$ cat src/rtl/lenet_pkg.sv
`default_nettype none
// =============================================================================
//  Module  : lenet_pkg
//  Brief   : Shared run-controller types and default configuration values.
//  Revision: 1.0
// =============================================================================
package lenet_pkg;

    localparam int c_DEF_NUM_STAGES = 7;
    localparam int c_DEF_CNT_W      = 21;
    localparam int c_DEF_TIMEOUT    = 260000;

    typedef enum logic [2:0] {
        IDLE   = 3'd0,
        LOAD   = 3'd1,
        START  = 3'd2,
        RUN    = 3'd3,
        NEXT   = 3'd4,
        FINISH = 3'd5,
        ERROR  = 3'd6
    } run_state_e;

    // Stage index width, never narrower than one bit.
    function automatic int stage_width(input int n);
        return (n <= 2) ? 1 : $clog2(n);
    endfunction

endpackage
`default_nettype wire

$ cat src/rtl/lenet_sat_counter.sv
`default_nettype none
// =============================================================================
//  Module  : lenet_sat_counter
//  Brief   : Up-counter with synchronous clear that sticks at all-ones.
//  Revision: 1.0
// =============================================================================
module lenet_sat_counter #(
    parameter int CNT_W = 21
) (
    input  logic             clk,
    input  logic             rst,
    input  logic             i_clear,
    input  logic             i_enable,
    output logic [CNT_W-1:0] o_count
);

    localparam logic [CNT_W-1:0] c_ONE = CNT_W'(1);
    localparam logic [CNT_W-1:0] c_MAX = '1;

    logic [CNT_W-1:0] r_count_q;
    logic [CNT_W-1:0] w_count_d;

    // Clear has priority over counting.
    always_comb begin
        w_count_d = r_count_q;
        if (i_clear) begin
            w_count_d = '0;
        end else if (i_enable && (r_count_q != c_MAX)) begin
            w_count_d = r_count_q + c_ONE;
        end
    end

    always_ff @(posedge clk) begin
        if (rst) begin
            r_count_q <= '0;
        end else begin
            r_count_q <= w_count_d;
        end
    end

    assign o_count = r_count_q;

endmodule
`default_nettype wire

$ cat src/rtl/lenet_run_ctrl.sv
`default_nettype none
// =============================================================================
//  Module  : lenet_run_ctrl
//  Brief   : Sequences load and per-layer compute phases of the accelerator,
//            with phase watchdog and cycle statistics.
//  Revision: 1.0
// =============================================================================
module lenet_run_ctrl
    import lenet_pkg::*;
#(
    parameter  int NUM_STAGES = c_DEF_NUM_STAGES,
    parameter  int CNT_W      = c_DEF_CNT_W,
    parameter  int TIMEOUT    = c_DEF_TIMEOUT,
    localparam int STAGE_W    = stage_width(NUM_STAGES)
) (
    input  logic               clk,
    input  logic               rst,
    input  logic               start,
    input  logic               abort,
    input  logic               clear_err,
    input  logic               load_done,
    input  logic               stage_done,
    output logic               re,
    output logic               wen,
    output logic               stage_start,
    output logic [STAGE_W-1:0] stage_idx,
    output logic               busy,
    output logic               done,
    output logic               timeout_err,
    output logic [CNT_W-1:0]   cycle_cnt,
    output logic [CNT_W-1:0]   stage_cycles,
    output logic               stage_cycles_vld
);

    localparam logic [STAGE_W-1:0] c_LAST_STAGE = STAGE_W'(NUM_STAGES - 1);
    localparam logic [STAGE_W-1:0] c_STAGE_ONE  = STAGE_W'(1);
    localparam logic [CNT_W-1:0]   c_WD_LIMIT   = CNT_W'(TIMEOUT - 1);
    localparam logic [CNT_W-1:0]   c_CNT_ONE    = CNT_W'(1);
    localparam logic [CNT_W-1:0]   c_CNT_MAX    = '1;

    run_state_e         r_state_q;
    run_state_e         w_state_d;
    logic [STAGE_W-1:0] r_stage_idx_q;
    logic [STAGE_W-1:0] w_stage_idx_d;
    logic               r_timeout_err_q;
    logic               w_timeout_err_d;
    logic [CNT_W-1:0]   r_stage_cycles_q;
    logic [CNT_W-1:0]   w_stage_cycles_d;
    logic               r_stage_cycles_vld_q;
    logic               w_stage_cycles_vld_d;

    logic               w_busy;
    logic               w_run_clear;
    logic               w_wd_phase;
    logic               w_stage_phase;
    logic               w_wd_expired;
    logic [CNT_W-1:0]   w_stage_cnt;
    logic [CNT_W-1:0]   w_wd_cnt;

    assign w_busy        = (r_state_q != IDLE) && (r_state_q != ERROR);
    assign w_run_clear   = (r_state_q == IDLE) && start;
    assign w_wd_phase    = (r_state_q == LOAD) || (r_state_q == RUN);
    assign w_stage_phase = (r_state_q == START) || (r_state_q == RUN);
    // The current cycle is the TIMEOUT-th of the phase: no further cycle is allowed.
    assign w_wd_expired  = (w_wd_cnt >= c_WD_LIMIT);

    lenet_sat_counter #(.CNT_W(CNT_W)) u_cycle_cnt (
        .clk      (clk),
        .rst      (rst),
        .i_clear  (w_run_clear),
        .i_enable (w_busy),
        .o_count  (cycle_cnt)
    );

    // Held at zero outside START/RUN so every stage starts counting from zero.
    lenet_sat_counter #(.CNT_W(CNT_W)) u_stage_cnt (
        .clk      (clk),
        .rst      (rst),
        .i_clear  (!w_stage_phase),
        .i_enable (w_stage_phase),
        .o_count  (w_stage_cnt)
    );

    lenet_sat_counter #(.CNT_W(CNT_W)) u_wd_cnt (
        .clk      (clk),
        .rst      (rst),
        .i_clear  (!w_wd_phase),
        .i_enable (w_wd_phase),
        .o_count  (w_wd_cnt)
    );

    always_comb begin
        w_state_d            = r_state_q;
        w_stage_idx_d        = r_stage_idx_q;
        w_timeout_err_d      = r_timeout_err_q;
        w_stage_cycles_d     = r_stage_cycles_q;
        w_stage_cycles_vld_d = 1'b0;

        case (r_state_q)
            IDLE: begin
                if (start) begin
                    w_state_d = LOAD;
                end
            end
            LOAD: begin
                if (abort) begin
                    w_state_d = IDLE;
                end else if (load_done) begin
                    w_state_d = START;
                end else if (w_wd_expired) begin
                    w_state_d       = ERROR;
                    w_timeout_err_d = 1'b1;
                end
            end
            START: begin
                w_state_d = abort ? IDLE : RUN;
            end
            RUN: begin
                if (abort) begin
                    w_state_d = IDLE;
                end else if (stage_done) begin
                    // This cycle is still part of the stage, hence the +1.
                    w_stage_cycles_vld_d = 1'b1;
                    w_stage_cycles_d     = (w_stage_cnt == c_CNT_MAX) ? c_CNT_MAX
                                                                      : w_stage_cnt + c_CNT_ONE;
                    w_state_d = (r_stage_idx_q == c_LAST_STAGE) ? FINISH : NEXT;
                end else if (w_wd_expired) begin
                    w_state_d       = ERROR;
                    w_timeout_err_d = 1'b1;
                end
            end
            NEXT: begin
                if (abort) begin
                    w_state_d = IDLE;
                end else begin
                    w_state_d     = START;
                    w_stage_idx_d = r_stage_idx_q + c_STAGE_ONE;
                end
            end
            FINISH: begin
                w_state_d = IDLE;
            end
            ERROR: begin
                if (clear_err) begin
                    w_state_d       = IDLE;
                    w_timeout_err_d = 1'b0;
                end
            end
            default: begin
                w_state_d = IDLE;
            end
        endcase

        if (w_state_d == IDLE) begin
            w_stage_idx_d = '0;
        end
    end

    always_ff @(posedge clk) begin
        if (rst) begin
            r_state_q            <= IDLE;
            r_stage_idx_q        <= '0;
            r_timeout_err_q      <= 1'b0;
            r_stage_cycles_q     <= '0;
            r_stage_cycles_vld_q <= 1'b0;
        end else begin
            r_state_q            <= w_state_d;
            r_stage_idx_q        <= w_stage_idx_d;
            r_timeout_err_q      <= w_timeout_err_d;
            r_stage_cycles_q     <= w_stage_cycles_d;
            r_stage_cycles_vld_q <= w_stage_cycles_vld_d;
        end
    end

    assign re               = (r_state_q == LOAD);
    assign wen              = (r_state_q == START) || (r_state_q == RUN) || (r_state_q == NEXT);
    assign stage_start      = (r_state_q == START);
    assign stage_idx        = r_stage_idx_q;
    assign busy             = w_busy;
    assign done             = (r_state_q == FINISH);
    assign timeout_err      = r_timeout_err_q;
    assign stage_cycles     = r_stage_cycles_q;
    assign stage_cycles_vld = r_stage_cycles_vld_q;

endmodule
`default_nettype wire

$ cat config.mk
export PLATFORM = sky130hd
export DESIGN_NAME = lenet_run_ctrl
export DESIGN_NICKNAME = d
export VERILOG_FILES = /design/src/rtl/lenet_pkg.sv /design/src/rtl/lenet_sat_counter.sv /design/src/rtl/lenet_run_ctrl.sv
export SDC_FILE = /design/constraint.sdc
export NUM_CORES = 1
export LEC_CHECK = 0
export ABC_CLOCK_PERIOD_IN_PS = 1900
export CAP_MARGIN = 40
export CORE_ASPECT_RATIO = 1.25
export CORE_MARGIN = 1.5
export CORE_UTILIZATION = 50
export CTS_BUF_LIST = sky130_fd_sc_hd__clkbuf_4 sky130_fd_sc_hd__clkbuf_8 sky130_fd_sc_hd__clkbuf_16
export DETAILED_ROUTE_END_ITERATION = 12
export PLACE_DENSITY = 0.81
export SLEW_MARGIN = 20
export SYNTH_ARGS = -nofsm -noshare
export SYNTH_HDL_FRONTEND = slang
export SYNTH_HIERARCHICAL = 1
export SYNTH_SLANG_ARGS = --single-unit
$ cat constraint.sdc
create_clock -name clk -period 1.9 [get_ports clk]
set_input_delay 0.38 -clock clk [delete_from_list [all_inputs] [get_ports clk]]
set_output_delay 0.38 -clock clk [all_outputs]
set_load 0.01 [all_outputs]
Word-level counts from Yosys, hierarchy flattened
Cells that the tools add are included.

Flip-flop bits (word level): 92. Output and inout bits: 52. Word-level logic and storage cells: 74. Bits of input ports: 7.

$lt $le $gt $ge: 1. Equality and inequality tests: 17. Add/sub/neg operators: 4. Reduce and logical (&&, ||, !) cells: 20. Muxes and demuxes: 20. Bitwise logic cells: 4.

Operator list (number): 21-bit by 1-bit adder with 21-bit output (second input constant) (3); 21-bit inequality test (second input constant) (3); 21-bit == test (second input constant) (1); 21-bit by 18-bit >= comparator with 1-bit output (second input constant) (1); 21-bit 2-to-1 mux (1); 3-bit 2-to-1 mux (7); 3-bit one-hot mux with 6 select lines (1); 3-bit == test (second input constant) (4); 2-bit inequality test (second input constant) (5); 1-bit 2-to-1 mux (8); 2-bit OR reduction (4); 3-bit by 2-bit == test with 1-bit output (second input constant) (2); 3-bit zero test (2); 6-bit AND reduction (1); 3-bit nonzero test (2); 1-bit logical AND (5); 2-bit 2-to-1 mux (2); 1-bit inverter (4); 3-bit by 1-bit adder with 3-bit output (second input constant) (1); 3-bit by 1-bit == test with 1-bit output (second input constant) (1); 1-bit logical OR (3); 3-bit inequality test (second input constant) (1); 1-bit one-hot mux with 3 select lines (1); 3-bit AND reduction (1); 2 further kinds (2).

Longest topological paths before layout
Gate-level depths: netlist of the first run.

Depth in word-level cells: 7. Gate-level depth with buffers: 8. Depth with buffers taken out: 7.

Cells and area by module
Netlist of the first run, hierarchy kept.

By module, submodules not included: lenet_sat_counter (cells an instance 126, instances 3, seq. area each 420.4 um2, area each 1071.0 um2); lenet_run_ctrl (cells an instance 202, instances 1, seq. area each 580.6 um2, area each 1655.3 um2).

Worst setup path before layout of the first run
No wires, ideal clock.

Path kind: register -> register. Start: register r_state_q[2]. End: register u_cycle_cnt.r_count_q[19], in the netlist u_cycle_cnt/o_count[19]. Library setup time: 0.128 ns. Period minus slack after synthesis: 1.918 ns. Cell stages (with the launch flop): 9. Slack: -0.018 ns. Data arrival time: 1.790 ns. Buffers on the path: 1. Data required time: 1.772 ns. Path through: dfxtp_1 -> clkbuf_1 -> xnor2_1 -> nand2b_1 -> and3_1 -> nand4_2 -> nor4_1 -> xnor2_1 -> nor2_1.

Cells in the longest elaborated chain, start to end: 3. Elaborated cells between the ends (all ways): 7. Classes of those cells: 1 x eq/ne; 6 x reduce/logical.

RTL lines: start: declaration (RTL line lenet_run_ctrl.sv:41) `run_state_e r_state_q;`; start signal: assignment (RTL line lenet_run_ctrl.sv:167) `r_state_q <= w_state_d;`; 3-bit inequality test / 3-bit nonzero test (equally long branches) (RTL line lenet_run_ctrl.sv:60) `assign w_busy = (r_state_q != IDLE) && (r_state_q != ERROR);`; 1-bit logical AND (*) (RTL line lenet_run_ctrl.sv:60); net busy (RTL line lenet_run_ctrl.sv:27) `output logic busy,`; 1-bit logical AND (*) (RTL line lenet_sat_counter.sv:28) `end else if (i_enable && (r_count_q != c_MAX)) begin`; end signal: assignment (RTL line lenet_sat_counter.sv:37) `r_count_q <= w_count_d;`; end: declaration (RTL line lenet_sat_counter.sv:20) `logic [CNT_W-1:0] r_count_q;`.

The timed path passes the listed nets; every way through them passes the cells marked *. A chain may end at the register's enable or synchronous reset.

Worst setup path after layout of the first run
Start: register r_state_q[2]. End: register u_stage_cnt.r_count_q[19], in the netlist u_stage_cnt/o_count[19].

Cells in the longest elaborated chain, start to end: 4. Elaborated cells between the ends (all ways): 6. Classes of those cells: 2 x eq/ne; 1 x bitwise; 3 x reduce/logical.

RTL lines: 3-bit by 2-bit == test with 1-bit output (RTL line lenet_run_ctrl.sv:63) `assign w_stage_phase = (r_state_q == START) || (r_state_q == RUN);`; 1-bit logical OR (*) (RTL line lenet_run_ctrl.sv:63); net w_stage_phase (RTL line lenet_run_ctrl.sv:55) `logic w_stage_phase;`; 1-bit inverter (no source line); 2-bit OR reduction (no source line); end signal: assignment (RTL line lenet_sat_counter.sv:37); end: declaration (RTL line lenet_sat_counter.sv:20).

Marked as above.

==> impl_metrics.xml, run 1 <==
<?xml version="1.0" encoding="UTF-8"?>
<metrics>
  <group name="outcome">
    <metric name="result_of_the_run" unit="">finished clean</metric>
  </group>
  <group name="worst_setup_path">
    <metric name="critical_path.cell_chain" unit="">nand2b_2, inv_1, and3_1, nand4_2, nor4_1, xnor2_1, nor2_1</metric>
    <metric name="crit_path_top_delay_cell" unit="">nor4_1</metric>
    <metric name="worstPathRequired" unit="ps">2130</metric>
    <metric name="crit_path_end_kind" unit="">register</metric>
    <metric name="worstSetupPathType" unit="">reg2reg</metric>
    <metric name="path_max_fanout" unit="">8</metric>
    <metric name="regToRegStartpoint" unit="">r_state_q[2]</metric>
    <metric name="critical_path.max_stage_delay" unit="ps">390</metric>
    <metric name="rr_endpoint" unit="">u_stage_cnt/o_count[19]</metric>
    <metric name="cp.arrival" unit="ps">2120</metric>
    <metric name="ff2ff_path_depth" unit="">7</metric>
    <metric name="startpoint_type" unit="">register</metric>
    <metric name="r2r_slack" unit="ps">10</metric>
  </group>
  <group name="detailed_routing">
    <metric name="drt_pre_antenna_iters" unit="">5</metric>
    <metric name="routed_wire_length_per_instance" unit="um">16.2</metric>
    <metric name="post_drt_via_cell_ratio" unit="">6.03</metric>
    <metric name="drtIter0Drc" unit="">386</metric>
    <metric name="drc_violation_count_after_routing" unit="">0</metric>
    <metric name="via_count" unit="">4954</metric>
    <metric name="route.final.wire_length" unit="um">13300</metric>
    <metric name="drt.antenna.violating_nets" unit="">0</metric>
  </group>
  <group name="yosys">
    <metric name="synth_area_leader_cell" unit="">dfxtp_1</metric>
    <metric name="synth_nets" unit="">593</metric>
    <metric name="seq_area_frac_synth" unit="">0.378</metric>
    <metric name="flop_and_latch_count_out_of_synthesis" unit="">92</metric>
    <metric name="syn_area_per_cell" unit="um2">8.39</metric>
    <metric name="post_synth_most_frequent_cells" unit="">dfxtp_1, nor2_1, nand2_1</metric>
    <metric name="synth_enable_flop_cells" unit="">0</metric>
    <metric name="synth_cells" unit="">580</metric>
    <metric name="synth.yosys.warnings" unit="">6</metric>
    <metric name="async_reset_ff_frac" unit="">0</metric>
    <metric name="netlist.area_leader.share" unit="">0.378</metric>
    <metric name="cell_area_after_synthesis" unit="um2">4870</metric>
    <metric name="synth.area.top_cells" unit="">dfxtp_1, nor2_1, xnor2_1</metric>
    <metric name="synthMostInstantiatedCell" unit="">dfxtp_1</metric>
    <metric name="synth_flop_cell" unit="">dfxtp_1</metric>
    <metric name="netlist-cell-type-count" unit="">47</metric>
  </group>
  <group name="placement">
    <metric name="finalWeightedCongestion" unit="">0.907</metric>
    <metric name="dp.final_hpwl" unit="um">9080</metric>
    <metric name="pre_cts_ws" unit="ps">-201</metric>
    <metric name="place.port_buffers" unit="">58</metric>
    <metric name="dp.cells" unit="">805</metric>
  </group>
  <group name="run">
    <metric name="drv_cap" unit="">0</metric>
  </group>
  <group name="power_and_ir_drop">
    <metric name="irDropWorstVdd" unit="mV">0.442</metric>
    <metric name="power_density" unit="nW/um2">587</metric>
    <metric name="power.total" unit="W">0.00376</metric>
    <metric name="power_leakage" unit="nW">2.22</metric>
  </group>
  <group name="timing">
    <metric name="fin_crit_sh" unit="">0.993</metric>
    <metric name="clock-skew-final" unit="ps">6.07</metric>
    <metric name="final_critical_path_setup_slack" unit="ps">13.6</metric>
    <metric name="fin_setup_tns" unit="ps">0</metric>
    <metric name="final-hold-violation-count" unit="">0</metric>
    <metric name="worst_slew_pin_slew" unit="ps">580</metric>
    <metric name="slew_headroom" unit="">0.610</metric>
    <metric name="finalMaxSlewViolations" unit="">0</metric>
    <metric name="final_period_minus_worst_setup_slack" unit="ps">1890</metric>
    <metric name="timing.final.setup_violations" unit="">0</metric>
    <metric name="fmax" unit="MHz">530</metric>
  </group>
  <group name="cells_and_area">
    <metric name="sequential_cell_area" unit="um2">1850</metric>
    <metric name="multi_input_comb_area" unit="um2">2980</metric>
    <metric name="final_cell_count_no_fill" unit="">822</metric>
    <metric name="num_antenna_cells" unit="">0</metric>
    <metric name="post_route_cells_drive_above_1_share" unit="">0.195</metric>
    <metric name="area_delta_synth_final" unit="%">31.7</metric>
    <metric name="finalNetCount" unit="">705</metric>
    <metric name="fill_cells" unit="">730</metric>
  </group>
  <group name="clock_tree">
    <metric name="cts_hold_buffers" unit="">0</metric>
    <metric name="cts_made_buffers" unit="">9</metric>
    <metric name="htree_levels" unit="">3</metric>
    <metric name="cts-root-to-sink-buffers" unit="">2</metric>
    <metric name="clock_tree.root_cell" unit="">clkbuf_16</metric>
    <metric name="cts_num_sinks" unit="">92</metric>
    <metric name="cts_tree" unit="">yes</metric>
    <metric name="clk-insertion-delay-late" unit="ps">340</metric>
    <metric name="clk_pin_slew" unit="ps">60</metric>
  </group>
  <group name="global_routing">
    <metric name="first_global_vias" unit="">4704</metric>
    <metric name="globalRouteTotalUtil" unit="">0.255</metric>
    <metric name="gr-total-overflow" unit="">0</metric>
    <metric name="grt_antenna_before_repair" unit="">0</metric>
    <metric name="grt_first_pass_wirelength" unit="um">21500</metric>
    <metric name="grt_start_max_net_pins" unit="">26</metric>
  </group>
  <group name="floorplan">
    <metric name="ios" unit="">59</metric>
    <metric name="placement_rows" unit="">40</metric>
    <metric name="floorplan.initialDensity" unit="">0.509</metric>
    <metric name="die_y" unit="um">113</metric>
    <metric name="fp.dieW" unit="um">91.3</metric>
    <metric name="coreArea" unit="um2">9560</metric>
    <metric name="fp.dieArea" unit="um2">10300</metric>
  </group>
  <group name="hold_path">
    <metric name="holdPathEnd" unit="">u_cycle_cnt/o_count[11]</metric>
    <metric name="min_from" unit="">u_cycle_cnt/o_count[11]</metric>
    <metric name="cells_on_worst_hold_path" unit="">1</metric>
    <metric name="hold_crit_path_type" unit="">reg2reg</metric>
  </group>
</metrics>
-- cell families after synthesis --
kind of cell             count (synthesis)  synth area share
AO/OA/AOI/OAI                          116             0.164
AND/OR/NAND/NOR                        276             0.307
XOR/XNOR                                51            0.0918
buffers and inverters                   39            0.0427
adder cells (fa/ha/maj)                  6            0.0154
flip-flops                              92             0.378
-- layout make-up --
class                      instances  area share
inverter                          17     0.00995
sequential                        92       0.288
timing repair buffer             123       0.169
tap                              126      0.0246
clock inverter                     4     0.00390
clock buffer                      11      0.0394
multi-input combinational        449       0.465
-- sequential cells by signal, summed over array words and instances (netlist names) --
| name | flops |
|---|---|
| u_cycle_cnt/o_count | 21 |
| timeout_err | 1 |
| u_stage_cnt/o_count | 21 |
| stage_cycles_vld | 1 |
| stage_cycles | 21 |
| u_wd_cnt/o_count | 21 |
| r_state_q | 3 |
| stage_idx | 3 |
-- worst max-delay path by stage --
stage                  from                       to  slack [ps]  depth (start not counted)
2_1_floorplan  r_state_q[1]  u_cycle_cnt/o_count[19]          -4                          8
3_3_place_gp     stage_done             stage_idx[2]        -100                          7
3_5_place_dp     stage_done             stage_idx[2]        -200                          7
4_1_cts        r_state_q[2]                       re           1                          4
5_1_grt        r_state_q[2]     u_wd_cnt/o_count[19]         -30                          8
6_report       r_state_q[2]  u_stage_cnt/o_count[19]          10                          7
-- routing by layer --
| layer | global-route usage | share of wire |
|---|---|---|
| met3 | 0.0544 | 0.048 |
| met2 | 0.454 | 0.52 |
| met1 | 0.292 | 0.41 |
| met4 | 0.113 | 0.023 |
| met5 | 0 | 0 |
-- repair_timing --
action | CTS | global route
setup endpoints to repair | 19 | 34
buffers inserted | 0 | 2
pin swaps | 0 | 6
resized for setup | 13 | 24
-- power by group --
part,switching (W),internal [W]
combinational,0.0000811,0.0000588
sequential,0.00000404,0.00193
clock,0.000743,0.000946
-- worst max-delay path, delay by kind of cell, from the launching register on --
kind | cells | cell delay (ps)
and+or+nand+nor | 5 | 1110
DFF | 1 | 380
xor gates and xnor gates | 1 | 170
buffers and inverters | 1 | 110
-- through the flow --
| step | cell area, um2 | hold WS, ps | util |
|---|---|---|---|
| CTS | 6260 | 489 | 0.655 |
| finish | 6410 | 495 | 0.671 |
| floorplan | 4870 | 461 | - |
| detailed placement | 5970 | 475 | 0.624 |
| global route | 6410 | 526 | 0.671 |
| global placement | 5970 | 465 | 0.624 |
-- cells in the final DEF, fill, tap and decap left out, types with 5 or more instances in the layout --
cell type | netlist | final
ha_1 | 6 | 5
xor2_1 | 19 | 19
clkbuf_16 | 0 | 9
nand2_1 | 44 | 44
or3_1 | 12 | 12
dfxtp_1 | 92 | 90
nor3_1 | 20 | 17
o2111ai_1 | 6 | 6
and3_4 | 7 | 7
a31oi_1 | 17 | 17
xnor2_1 | 32 | 31
nor2_1 | 84 | 84
and4_1 | 7 | 7
a21oi_1 | 20 | 20
a311oi_1 | 7 | 5
nor3_2 | 5 | 7
nand4_1 | 27 | 27
buf_4 | 0 | 63
nand3_1 | 26 | 23
clkdlybuf4s50_1 | 0 | 53
and2_1 | 7 | 7
o21ai_0 | 23 | 22
a211oi_1 | 25 | 21
and3_1 | 8 | 8
inv_1 | 17 | 17
(Power assumes the default switching activity.)
==> inputs of run 2 (changes only) <==
Settings changed: ABC_CLOCK_PERIOD_IN_PS 1900 to 2000, CAP_MARGIN 40 to 30, PLACE_DENSITY 0.81 to 0.78.
Clock period 1.9 ns to 2 ns, I/O delays scaled along.
==> run 2 against run 1 <==
  * Sequential share of layout area up 0.77 points
  * Power is 2.8% higher
  * Non-clock buffer count decreased by 12
  * Largest cell class unchanged
==> impl_metrics.xml, run 2 (synthesized netlist as in run 1, its figures left out) <==
<?xml version="1.0" encoding="UTF-8"?>
<metrics>
  <group name="clock_tree">
    <metric name="clk-insertion-delay-late" unit="ps">350</metric>
    <metric name="cts_hold_buffers" unit="">0</metric>
    <metric name="cts_num_sinks" unit="">92</metric>
    <metric name="clock_tree.root_cell" unit="">clkbuf_16</metric>
    <metric name="cts_tree" unit="">yes</metric>
    <metric name="cts-root-to-sink-buffers" unit="">2</metric>
    <metric name="clk_pin_slew" unit="ps">60</metric>
    <metric name="htree_levels" unit="">3</metric>
    <metric name="cts_made_buffers" unit="">9</metric>
  </group>
  <group name="hold_path">
    <metric name="hold_crit_path_type" unit="">reg2reg</metric>
    <metric name="cells_on_worst_hold_path" unit="">1</metric>
  </group>
  <group name="global_routing">
    <metric name="globalRouteTotalUtil" unit="">0.245</metric>
    <metric name="grt_first_pass_wirelength" unit="um">20700</metric>
    <metric name="grt_start_max_net_pins" unit="">34</metric>
    <metric name="gr-total-overflow" unit="">0</metric>
    <metric name="grt_antenna_before_repair" unit="">0</metric>
    <metric name="first_global_vias" unit="">4485</metric>
  </group>
  <group name="power_and_ir_drop">
    <metric name="power_leakage" unit="nW">2.16</metric>
    <metric name="switching_portion_of_total_power" unit="">0.204</metric>
    <metric name="power_density" unit="nW/um2">620</metric>
    <metric name="power_frac_clock" unit="">0.493</metric>
    <metric name="internal_power" unit="W">0.00308</metric>
    <metric name="power_frac_seq" unit="">0.476</metric>
    <metric name="p_comb_frac" unit="">0.032</metric>
    <metric name="power_switching" unit="W">0.000788</metric>
    <metric name="irDropWorstVdd" unit="mV">0.429</metric>
  </group>
  <group name="timing">
    <metric name="fin_setup_tns" unit="ps">0</metric>
    <metric name="final_critical_path_setup_slack" unit="ps">48.1</metric>
    <metric name="final_period_minus_worst_setup_slack" unit="ps">1950</metric>
    <metric name="finalMaxSlewViolations" unit="">0</metric>
    <metric name="slew_headroom" unit="">0.703</metric>
    <metric name="final-hold-violation-count" unit="">0</metric>
    <metric name="fin_crit_sh" unit="">0.976</metric>
    <metric name="grt_setup_unrepaired" unit="">true</metric>
    <metric name="worst_slew_pin_slew" unit="ps">442</metric>
    <metric name="timing.final.setup_violations" unit="">0</metric>
    <metric name="clock-skew-final" unit="ps">6.51</metric>
    <metric name="fmax" unit="MHz">512</metric>
  </group>
  <group name="detailed_routing">
    <metric name="route.final.wire_length" unit="um">12200</metric>
    <metric name="post_drt_via_cell_ratio" unit="">5.83</metric>
    <metric name="routed_wire_length_per_instance" unit="um">15.0</metric>
    <metric name="drtIter0Drc" unit="">269</metric>
    <metric name="drt_pre_antenna_iters" unit="">5</metric>
    <metric name="via_count" unit="">4729</metric>
    <metric name="drt.antenna.violating_nets" unit="">0</metric>
    <metric name="drc_violation_count_after_routing" unit="">0</metric>
  </group>
  <group name="run">
    <metric name="drv_cap" unit="">0</metric>
  </group>
  <group name="floorplan">
    <metric name="fp.dieArea" unit="um2">10300</metric>
    <metric name="die_y" unit="um">113</metric>
    <metric name="floorplan.initialDensity" unit="">0.509</metric>
    <metric name="ios" unit="">59</metric>
    <metric name="coreArea" unit="um2">9560</metric>
    <metric name="placement_rows" unit="">40</metric>
    <metric name="fp.dieW" unit="um">91.3</metric>
  </group>
  <group name="outcome">
    <metric name="result_of_the_run" unit="">finished clean</metric>
  </group>
  <group name="worst_setup_path">
    <metric name="ff2ff_path_depth" unit="">7</metric>
    <metric name="worst-path-stages" unit="">7</metric>
    <metric name="crit_path_end_kind" unit="">register</metric>
    <metric name="critical_path.n_buffers_inverters" unit="">1</metric>
    <metric name="crit_path_top_delay_cell" unit="">nor4_1</metric>
    <metric name="startpoint_type" unit="">register</metric>
    <metric name="worstPathRequired" unit="ps">2230</metric>
    <metric name="critical_path.cell_chain" unit="">nand2b_1, inv_1, and3_1, nand4_2, nor4_1, xnor2_1, nor2_1</metric>
    <metric name="worstSetupPathType" unit="">reg2reg</metric>
    <metric name="cp.arrival" unit="ps">2180</metric>
    <metric name="critical_path.top_delay_family" unit="">simple AND/OR/NAND/NOR gates</metric>
    <metric name="critical_path.max_stage_delay" unit="ps">460</metric>
    <metric name="path_max_fanout" unit="">8</metric>
  </group>
  <group name="cells_and_area">
    <metric name="num_antenna_cells" unit="">0</metric>
    <metric name="area_delta_synth_final" unit="%">28.2</metric>
    <metric name="post_route_cells_drive_above_1_share" unit="">0.159</metric>
    <metric name="layout_commonest_cell" unit="">dfxtp_1</metric>
    <metric name="commonest_non_fill_non_tap_cells_in_the_layout" unit="">dfxtp_1, nor2_1, clkdlybuf4s50_1, buf_4, nand2_1</metric>
    <metric name="finalNetCount" unit="">693</metric>
    <metric name="fill_cells" unit="">801</metric>
  </group>
  <group name="placement">
    <metric name="finalWeightedCongestion" unit="">0.943</metric>
    <metric name="dp.final_hpwl" unit="um">8780</metric>
    <metric name="pre_cts_ws" unit="ps">-70.7</metric>
    <metric name="place.port_buffers" unit="">58</metric>
  </group>
</metrics>
run 2: changes by cell type in the layout (fill, tap and decap cells not counted), sizes merged:
cell         change
buf             -12
bufinv           +2
dlygate4sd2      +1
clkinvlp         -2
run 2: final timing paths:
path / start / end / slack [ps]
setup / recovery: r_state_q[2] / u_stage_cnt/o_count[19] / 50
setup reg to reg: r_state_q[2] / u_stage_cnt/o_count[19] / 50
hold reg to reg: u_cycle_cnt/o_count[11] / u_cycle_cnt/o_count[11] / 490
hold / removal: u_cycle_cnt/o_count[11] / u_cycle_cnt/o_count[11] / 490
run 2: area by class of cell:
cell class                      instances  area, um2  area share
Clock inverter                          4       70.1      0.0112
Tap cell                              126        158      0.0253
Sequential cell                        92       1850       0.296
Timing Repair Buffer                  111        997       0.160
Multi-Input combinational cell        449       2840       0.455
Clock buffer                           12        267      0.0427
Inverter                               17       63.8      0.0102
run 2: what timing repair did:
action | 4_1_cts | 5_1_grt
pin swaps | 0 | 1
endpoints found under the setup margin | 5 | 12
gates resized for setup | 11 | 1
setup buffers | 0 | 0
run 2: layer usage:
layer	share of wire	GRT usage	routed length [um]
met5	0	0	0
met4	0.030	0.116	367
met3	0.036	0.0376	433
met2	0.51	0.427	6260
met1	0.42	0.295	5140
run 2: power groups by stage:
stage | Clock (W) | Combinational (W) | Sequential (W)
after CTS | 0.00194 | 0.000121 | 0.00184
after detailed placement | 0 | 0.000121 | 0.00188
after global routing | 0.00202 | 0.000132 | 0.00184
after floorplan | 0 | 0.0000610 | 0.00188
after global placement | 0 | 0.000120 | 0.00188
final | 0.00191 | 0.000122 | 0.00184
run 2: metrics by stage:
stage / hold WS [ps] / instances / util / instance area, um2 / total power (W)
6_report: 487 / 811 / 0.653 / 6240 / 0.00387
5_1_grt: 524 / 811 / 0.653 / 6240 / 0.00399
4_1_cts: 491 / 811 / 0.652 / 6230 / 0.00390
3_5_place_dp: 476 / 795 / 0.616 / 5890 / 0.00200
3_3_place_gp: 466 / 795 / 0.616 / 5890 / 0.00200
2_1_floorplan: 461 / 580 / - / 4870 / 0.00194
==> inputs of run 3 (changes only) <==
Settings changed: ABC_CLOCK_PERIOD_IN_PS 2000 to 2400.
Clock period 2 ns to 2.4 ns, I/O delays scaled along.
==> run 3 against run 2 <==
  * Count of clock-buffer cells in the layout did not move
  * Critical path type is now reg2out
  * Setup slack improved by 2.3 ps
  * Power fell by 18%
  * Worst hold slack improved by 10 ps
  * Final cell count fell by 4.6%
  * Combinational power fell by 23%
  * Global-route usage fell by 1.1 points
  * Clock skew barely moved
  * Non-clock buffer count fell by 37
  * Largest power group unchanged
  * Via count fell by 3.7%
==> impl_metrics.xml, run 3 (synthesized netlist as in run 1, its figures left out) <==
<?xml version="1.0" encoding="UTF-8"?>
<metrics>
  <group name="outcome">
    <metric name="result_of_the_run" unit="">finished clean</metric>
  </group>
  <group name="timing">
    <metric name="clock-skew-final" unit="ps">6.63</metric>
    <metric name="final_period_minus_worst_setup_slack" unit="ps">2350</metric>
    <metric name="fin_crit_sh" unit="">0.979</metric>
    <metric name="fmax" unit="MHz">426</metric>
    <metric name="grt_setup_unrepaired" unit="">false</metric>
    <metric name="worst_slew_pin_slew" unit="ps">591</metric>
    <metric name="finalMaxSlewViolations" unit="">0</metric>
    <metric name="slew_headroom" unit="">0.604</metric>
    <metric name="final-hold-violation-count" unit="">0</metric>
    <metric name="timing.final.setup_violations" unit="">0</metric>
    <metric name="fin_setup_tns" unit="ps">0</metric>
  </group>
  <group name="cells_and_area">
    <metric name="num_antenna_cells" unit="">0</metric>
    <metric name="commonest_non_fill_non_tap_cells_in_the_layout" unit="">dfxtp_1, nor2_1, clkdlybuf4s50_1, nand2_1, xnor2_1</metric>
    <metric name="finalNetCount" unit="">656</metric>
    <metric name="area_delta_synth_final" unit="%">21.6</metric>
    <metric name="final_cell_count_no_fill" unit="">774</metric>
    <metric name="layout_commonest_cell" unit="">dfxtp_1</metric>
    <metric name="post_route_cells_drive_above_1_share" unit="">0.106</metric>
  </group>
  <group name="clock_tree">
    <metric name="clock_tree.root_cell" unit="">clkbuf_16</metric>
    <metric name="cts_made_buffers" unit="">9</metric>
    <metric name="cts_tree" unit="">yes</metric>
    <metric name="cts-root-to-sink-buffers" unit="">2</metric>
    <metric name="clk_pin_slew" unit="ps">60</metric>
    <metric name="htree_levels" unit="">3</metric>
    <metric name="clk-insertion-delay-late" unit="ps">350</metric>
    <metric name="cts_num_sinks" unit="">92</metric>
  </group>
  <group name="placement">
    <metric name="finalWeightedCongestion" unit="">0.912</metric>
    <metric name="dp.final_hpwl" unit="um">8310</metric>
    <metric name="dp.cells" unit="">758</metric>
    <metric name="place.port_buffers" unit="">58</metric>
  </group>
  <group name="global_routing">
    <metric name="grt_start_max_net_pins" unit="">22</metric>
    <metric name="globalRouteTotalUtil" unit="">0.235</metric>
    <metric name="first_global_vias" unit="">4269</metric>
    <metric name="grt_first_pass_wirelength" unit="um">19800</metric>
    <metric name="gr-total-overflow" unit="">0</metric>
    <metric name="grt_antenna_before_repair" unit="">0</metric>
  </group>
  <group name="worst_setup_path">
    <metric name="cp.arrival" unit="ps">1870</metric>
    <metric name="worstSetupPathType" unit="">reg2out</metric>
    <metric name="crit_path_top_delay_cell" unit="">clkdlybuf4s50_1</metric>
    <metric name="startpoint_type" unit="">register</metric>
    <metric name="path_max_fanout" unit="">11</metric>
    <metric name="critical_path.cell_chain" unit="">and2b_2, inv_1, nor2_1, clkdlybuf4s50_1</metric>
    <metric name="critical_path.n_buffers_inverters" unit="">2</metric>
    <metric name="worstPathRequired" unit="ps">1920</metric>
    <metric name="worst-path-stages" unit="">4</metric>
    <metric name="crit_path_end_kind" unit="">output pin</metric>
    <metric name="ff2ff_path_depth" unit="">6</metric>
    <metric name="critical_path.top_delay_family" unit="">buffers and inverters</metric>
    <metric name="critical_path.max_stage_delay" unit="ps">570</metric>
  </group>
  <group name="detailed_routing">
    <metric name="route.final.wire_length" unit="um">11700</metric>
    <metric name="drtIter0Drc" unit="">255</metric>
    <metric name="post_drt_via_cell_ratio" unit="">5.89</metric>
    <metric name="routed_wire_length_per_instance" unit="um">15.1</metric>
    <metric name="via_count" unit="">4556</metric>
    <metric name="drt_pre_antenna_iters" unit="">5</metric>
    <metric name="drt.antenna.violating_nets" unit="">0</metric>
    <metric name="drc_violation_count_after_routing" unit="">0</metric>
  </group>
  <group name="power_and_ir_drop">
    <metric name="power_leakage" unit="nW">1.92</metric>
    <metric name="power_frac_seq" unit="">0.482</metric>
    <metric name="power.total" unit="W">0.00318</metric>
    <metric name="power_density" unit="nW/um2">538</metric>
    <metric name="power_frac_clock" unit="">0.489</metric>
    <metric name="power_switching" unit="W">0.000654</metric>
    <metric name="irDropWorstVdd" unit="mV">0.349</metric>
    <metric name="switching_portion_of_total_power" unit="">0.205</metric>
    <metric name="internal_power" unit="W">0.00253</metric>
    <metric name="p_comb_frac" unit="">0.029</metric>
  </group>
  <group name="floorplan">
    <metric name="fp.dieArea" unit="um2">10300</metric>
    <metric name="fp.dieW" unit="um">91.3</metric>
    <metric name="ios" unit="">59</metric>
    <metric name="floorplan.initialDensity" unit="">0.509</metric>
    <metric name="placement_rows" unit="">40</metric>
    <metric name="coreArea" unit="um2">9560</metric>
    <metric name="die_y" unit="um">113</metric>
  </group>
  <group name="hold_path">
    <metric name="cells_on_worst_hold_path" unit="">2</metric>
    <metric name="hold_crit_path_type" unit="">reg2reg</metric>
  </group>
  <group name="run">
    <metric name="drv_cap" unit="">0</metric>
  </group>
</metrics>
run 3: power by group through the flow:
| stage | combinational (W) | sequential, W | clock (W) |
|---|---|---|---|
| final | 0.0000937 | 0.00153 | 0.00156 |
| after global routing | 0.000102 | 0.00153 | 0.00165 |
| after CTS | 0.0000920 | 0.00153 | 0.00157 |
| after detailed placement | 0.0000912 | 0.00157 | 0 |
| after global placement | 0.0000890 | 0.00157 | 0 |
| after floorplan | 0.0000508 | 0.00157 | 0 |
run 3: final timing paths:
| path | start | to | slack (ps) |
|---|---|---|---|
| worst max register to register | u_stage_cnt/o_count[13] | stage_cycles[13] | 390 |
| worst min register to register | stage_cycles[0] | stage_cycles[0] | 500 |
| worst min-delay path | stage_cycles[0] | stage_cycles[0] | 500 |
| worst max-delay path | r_state_q[2] | re | 50 |
run 3: metal layers:
| metal | GRT usage | routed length, um | vias up | part of all wire |
|---|---|---|---|---|
| met5 | 0 | 0 | - | 0 |
| met1 | 0.277 | 4980 | 2171 | 0.43 |
| met2 | 0.410 | 5890 | 127 | 0.50 |
| li1 | - | - | 2235 | - |
| met3 | 0.0444 | 527 | 23 | 0.045 |
| met4 | 0.105 | 275 | 0 | 0.024 |
run 3: timing repair:
action                                  CTS  global route
endpoints found under the hold margin     0             0
endpoints found under the setup margin    1             1
buffers inserted                          0             0
hold buffers                              0             0
resized for setup                         2             1
run 3: final cells by class:
class,count,area (um2)
Clock inverter,4,72.6
Clock buffer,12,254
Fill cell,800,3640
Tap cell,126,158
Timing Repair Buffer,74,701
Sequential cell,92,1840
Inverter,17,63.8
Multi-Input combinational cell,449,2830
run 3: metrics by stage:
stage / instance area [um2] / util / hold WS [ps] / setup WS [ps]
2_1_floorplan: 4870 / - / 461 / 482
3_3_place_gp: 5590 / 0.585 / 478 / 176
3_5_place_dp: 5590 / 0.585 / 480 / 127
4_1_cts: 5920 / 0.619 / 498 / 66.4
5_1_grt: 5920 / 0.619 / 516 / 17.3
6_report: 5920 / 0.619 / 497 / 50.4
run 3: worst register-to-register path, delay by kind of cell (launching register included):
kind,cells,cell delay [ps]
and+or+nand+nor,3,770
buffers and inverters,1,210
DFF,1,490
AOI/OAI and AO/OA,2,440
